--- config.mk ---
export PLATFORM = sky130hd
export DESIGN_NAME = inert_intf_mc
export DESIGN_NICKNAME = d
export VERILOG_FILES = /design/src/rtl/inert_intf_mc.sv
export SDC_FILE = /design/constraint.sdc
export NUM_CORES = 1
export LEC_CHECK = 0
export ABC_AREA = 1
export BUFFER_PORTS_ARGS = -buffer_cell sky130_fd_sc_hd__buf_2
export CELL_PAD_IN_SITES_DETAIL_PLACEMENT = 2
export CELL_PAD_IN_SITES_GLOBAL_PLACEMENT = 2
export CORE_UTILIZATION = 39
export CTS_BUF_LIST = sky130_fd_sc_hd__clkbuf_4 sky130_fd_sc_hd__clkbuf_8
export DETAILED_ROUTE_END_ITERATION = 8
export PLACE_DENSITY = 0.85
export SLEW_MARGIN = 5
export SYNTH_ARGS = -nofsm -noshare
export SYNTH_HDL_FRONTEND = slang
export SYNTH_SLANG_ARGS = --single-unit
--- constraint.sdc ---
create_clock -name clk -period 3.59 [get_ports clk]
set_input_delay 0.5385 -clock clk [delete_from_list [all_inputs] [get_ports clk]]
set_output_delay 0.5385 -clock clk [all_outputs]
set_load 0.01 [all_outputs]
--- src/rtl/inert_intf_mc.sv ---
// inert_intf_mc: inertial-sensor command sequencer.
// Runs the sensor power-up register writes over the SPI transaction port.
// On each data-ready interrupt it burst-reads NUM_CH 16-bit readings and
// publishes them atomically with a single vld pulse. It also flags
// interrupts that arrive while a burst is still running.
module inert_intf_mc #(
  parameter int                  NUM_CH  = 2,
  parameter logic [8*NUM_CH-1:0] CH_ADDR = {8'h2C, 8'h22},
  parameter int                  INIT_W  = 16
) (
  input  logic                   clk,
  input  logic                   rst_n,
  input  logic                   INT,
  input  logic                   done,
  input  logic [7:0]             rd_data,
  input  logic                   clr_ovr,
  output logic                   wrt,
  output logic [15:0]            cmd,
  output logic [16*NUM_CH-1:0]   data,
  output logic                   vld,
  output logic                   ready,
  output logic                   busy,
  output logic                   ovr
);

  localparam int NB    = 2 * NUM_CH;        // bytes per burst
  localparam int IDX_W = $clog2(NB);
  localparam logic [IDX_W-1:0] LAST_IDX = IDX_W'(NB - 1);

  typedef enum logic [2:0] {
    ST_INIT1,
    ST_INIT2,
    ST_INIT3,
    ST_INIT4,
    ST_INITD,
    ST_WAIT,
    ST_RD
  } state_t;

  state_t              r_state;
  logic [INIT_W-1:0]   r_dly;
  logic [IDX_W-1:0]    r_idx;
  logic [8*NB-1:0]     r_shadow;
  logic                r_int_meta;
  logic                r_int_s;
  logic                r_int_s_d;
  logic                w_int_rise;
  logic [8*NB-1:0]     w_frame;

  // Read command for byte i: even bytes hit the channel's low-byte address,
  // odd bytes the address after it. Address bit 7 is the R/W flag slot, so
  // only the low 7 address bits are used.
  function automatic logic [15:0] byte_cmd(input logic [IDX_W-1:0] i);
    logic [6:0] lo;
    lo = CH_ADDR[8*(int'(i) >> 1) +: 7] + 7'(i[0]);
    return {1'b1, lo, 8'h00};
  endfunction

  // Bring the asynchronous interrupt into the clk domain and keep one
  // delayed copy for rising-edge detection.
  // NOTE: sequential state uses non-blocking assignments so every flop
  // samples the pre-edge value of its neighbour; blocking here would
  // collapse the synchronizer chain into a single flop.
  always_ff @(posedge clk or negedge rst_n) begin
    if (!rst_n) begin
      r_int_meta <= 1'b0;
      r_int_s    <= 1'b0;
      r_int_s_d  <= 1'b0;
    end else begin
      r_int_meta <= INT;
      r_int_s    <= r_int_meta;
      r_int_s_d  <= r_int_s;
    end
  end

  assign w_int_rise = r_int_s & ~r_int_s_d;

  // Full frame as it will look once the byte arriving now is stored, so the
  // final done can publish everything in the same edge.
  // NOTE: the default copy comes first so every bit of w_frame is assigned
  // on every pass; without it this block would infer latches.
  always_comb begin
    w_frame = r_shadow;
    w_frame[8*int'(r_idx) +: 8] = rd_data;
  end

  // Sequencer: power-up writes, then interrupt-driven burst reads.
  // NOTE: the shadow bytes are an ordinary register vector, not a RAM, so
  // they take the asynchronous reset like the rest of the state.
  always_ff @(posedge clk or negedge rst_n) begin
    if (!rst_n) begin
      r_state  <= ST_INIT1;
      r_dly    <= '0;
      r_idx    <= '0;
      r_shadow <= '0;
      wrt      <= 1'b0;
      cmd      <= '0;
      data     <= '0;
      vld      <= 1'b0;
      ready    <= 1'b0;
      busy     <= 1'b0;
    end else begin
      wrt <= 1'b0;
      vld <= 1'b0;
      case (r_state)
        ST_INIT1: begin
          r_dly <= r_dly + INIT_W'(1);
          if (&r_dly) begin
            wrt     <= 1'b1;
            cmd     <= 16'h0D02;
            r_state <= ST_INIT2;
          end
        end
        ST_INIT2: if (done) begin
          wrt     <= 1'b1;
          cmd     <= 16'h1053;
          r_state <= ST_INIT3;
        end
        ST_INIT3: if (done) begin
          wrt     <= 1'b1;
          cmd     <= 16'h1150;
          r_state <= ST_INIT4;
        end
        ST_INIT4: if (done) begin
          wrt     <= 1'b1;
          cmd     <= 16'h1460;
          r_state <= ST_INITD;
        end
        ST_INITD: if (done) begin
          ready   <= 1'b1;
          r_state <= ST_WAIT;
        end
        ST_WAIT: if (r_int_s) begin
          r_idx   <= '0;
          wrt     <= 1'b1;
          cmd     <= byte_cmd('0);
          busy    <= 1'b1;
          r_state <= ST_RD;
        end
        ST_RD: if (done) begin
          r_shadow[8*int'(r_idx) +: 8] <= rd_data;
          if (r_idx == LAST_IDX) begin
            data    <= w_frame;
            vld     <= 1'b1;
            busy    <= 1'b0;
            r_state <= ST_WAIT;
          end else begin
            r_idx <= r_idx + IDX_W'(1);
            wrt   <= 1'b1;
            cmd   <= byte_cmd(r_idx + IDX_W'(1));
          end
        end
        default: r_state <= ST_INIT1;
      endcase
    end
  end

  // Sticky overrun: a new interrupt edge during a burst; setting beats clearing.
  always_ff @(posedge clk or negedge rst_n) begin
    if (!rst_n) begin
      ovr <= 1'b0;
    end else if ((r_state == ST_RD) && w_int_rise) begin
      ovr <= 1'b1;
    end else if (clr_ovr) begin
      ovr <= 1'b0;
    end
  end

endmodule

==> results.toml <==
[run_status]
status = "finished, final reports clean"

[grt]
grt_pass1_wl_um = 22800
track_usage_pct = 23.2
grt-ovfl-total = 0
grt_pass1_vias = 4522
grt_max_degree = 59
antenna_found_initial = 0

[logic_synthesis]
synth_flop_cell = "dfrtp_1"
synth_cell_types = 35
yosys_register_bits = 103
synth_area_per_cell_um2 = 8.72
syn_inst = 555
synth_area_mm2 = 0.00484
synth_compound_gate_area_share_pct = 11.4
synth_edf_count = 0
ys_seq_area_share_pct = 53.2
synth.area.mux_share_pct = 0
synth-xor-area-share_pct = 2.17
synth_top_family_by_area = "simple AND/OR/NAND/NOR gates"
async_flop_share_pct = 100
yosys.area_share.simple_pct = 21.8
yosys_warnings = 0
synthAdderAreaFrac_pct = 1.81

[sta]
rsz0062_at_grt = "no"
finalSetupViolCount = 0
fin_setup_tns_ns = 0
timing.final.ws_setup_ns = 1.24
finalWorstPathRequiredPeriod_ns = 2.35
timing.fmax_ghz = 0.426
relSlewSlack_pct = 46.2
tightest_slew_ns = 0.804
fin_crit_sh_pct = 65.4
slew_violations = 0
finClkSkew_ns = 0.00986
hold_viol = 0

[die]
die_h_um = 113
start_util_pct = 40.1
die_area_mm2 = 0.0129
rows = 40
num_io_pins = 66
core_area_mm2 = 0.0121
chipWidth_um = 113

[power]
combPwrFrac_pct = 5.6
p_int_mw = 1.63
p_clk_share_pct = 37.5
power_density_mw_per_mm2 = 392
switching_share_pct = 23.3
p_switching_mw = 0.498
ir_drop_mv = 0.139
seq_power_share_pct = 56.9
p_leak_nw = 2.78

[finish]
num-nets-final = 626
drive_gt1_share_pct = 16.5
layout_common_cells = "nand2_1, dfrtp_1, inv_1"
fillers = 1367
antennaDiodeCount = 0
final_cells = 779
syn_to_final_growth_pct = 12.1
fin_area_mm2 = 0.00543
post-route-util_pct = 45.0
final_common_cell = "nand2_1"

[clocking]
clockBufferDepth = 2
root_buffer = "clkbuf_8"
clock-sinks = 103
cts_resized = 0
cts_buffers = 9
cts.clk_slew.worst_paths_ns = 0.10
cts_hold_buf = 0
cts_setup_buffers = 0
worstSkewPairLatency_ns = 0.39
cts_tree = "yes"
htreeDepth = 3

[place]
place.gp.congestion = 0.760
dp_slack_ns = 1.29
dp_hpwl_um = 9630
port_buffers = 61
placed_cell_area_mm2 = 0.00521
dp.cells = 763

[routing]
vias = 3959
drc = 0
drt-pass1-iter-count = 4
drtIter0Drc = 165
drt-total-wl_um = 13500
vias_per_cell = 5.08
wl_per_cell_um = 17.4
ant_nets = 0

[critical_path]
start_kind = "flip-flop"
path_buf_inv = 2
critPathTopFamily = "flip-flops"
endpoint_kind = "flip-flop"
cp_common_cell = "inv_1"
crit_arrival_ns = 2.65
crit_type = "flip-flop to flip-flop"
cp.required_ns = 3.89
slowest_delay_ns = 0.60
path_cells = "inv_1, ha_1, inv_1, nand4_1, o22ai_1, nand2_1, o21ai_0"
critPathMaxFanout = 13
critPathSlowestCell = "dfrtp_1"

[hold_path]
hp-class = "primary input to async pin"

[flow_run]
drv_cap = 0
## path summary, 6_finish.rpt
check,start,end,slack [ns],cells after the start
worst max-delay path,r_idx[0],data[4],1.24,7
worst min-delay path,rst_n,data[13],0.16,1
worst max register to register,r_idx[0],data[4],1.24,7
worst min register to register,r_int_meta,r_int_s,0.36,0
max in group asynchronous,rst_n,cmd[0],2.71,2
min in group clk,INT,r_int_meta,0.26,1
## worst reg2reg max path: stages (launching register included)
cell     delay (ns)
dfrtp_1        0.60
inv_1          0.23
ha_1           0.41
inv_1          0.10
nand4_1        0.38
o22ai_1        0.27
nand2_1        0.09
o21ai_0        0.20
## synthesized netlist by cell type (8+ instances only)
library cell / count / area (um2)
nor2_1: 22 / 82.6
dfrtp_1: 103 / 2580
nand3_1: 19 / 95.1
nand4_1: 17 / 106
o21ai_1: 27 / 135
buf_6: 8 / 90.1
inv_1: 65 / 244
o22ai_1: 24 / 150
nand2_1: 158 / 593
o21ai_0: 46 / 230
xor2_1: 8 / 70.1
## state kept, by name, summed over array words and instances (netlist names), 2 cells and up
register and count:
cmd 10, r_idx 2, r_shadow 32, r_state 3, r_dly 16, data 32
## cell type report
type	count	area, um2	share of cell area (%)
clock buffer	14	180	3.32
clock inverter	2	37.5	0.691
inverter	69	267	4.91
multi-input combinational	359	1820	33.4
sequential	103	2580	47.5
tap	168	210	3.87
timing repair buffer	64	343	6.31
## layer usage
layer / track usage [%] / wire length (um) / up-vias
li1: - / - / 1874
met1: 26.6 / 5450 / 2014
met2: 43.5 / 7500 / 50
met3: 2.50 / 233 / 21
met4: 10.6 / 358 / 0
met5: 0 / 0 / -
## power groups by stage
stage | registers [mW] | logic, mW | clock network, mW
2_1_floorplan | 1.24 | 0.0494 | 0
3_3_place_gp | 1.23 | 0.115 | 0
4_1_cts | 1.21 | 0.124 | 0.825
6_report | 1.21 | 0.120 | 0.799
3_5_place_dp | 1.24 | 0.122 | 0
5_1_grt | 1.22 | 0.138 | 0.857
## through the flow
step,power [mW],hold WS [ns]
floorplan,1.29,0.243
global placement,1.35,0.341
detailed placement,1.36,0.340
CTS,2.16,0.172
global route,2.21,0.198
finish,2.13,0.155
## cell families (layout without fill, tap and decap cells)
family                   after synthesis  after routing
AO/OA/AOI/OAI                        102            102
AND/OR/NAND/NOR                      234            234
adder cells (fa/ha/maj)                7              7
other                                  1              4
flip-flops                           103            103
XOR/XNOR                              12             12
buffers and inverters                 96            149
Power figures use the tool's default switching activity.
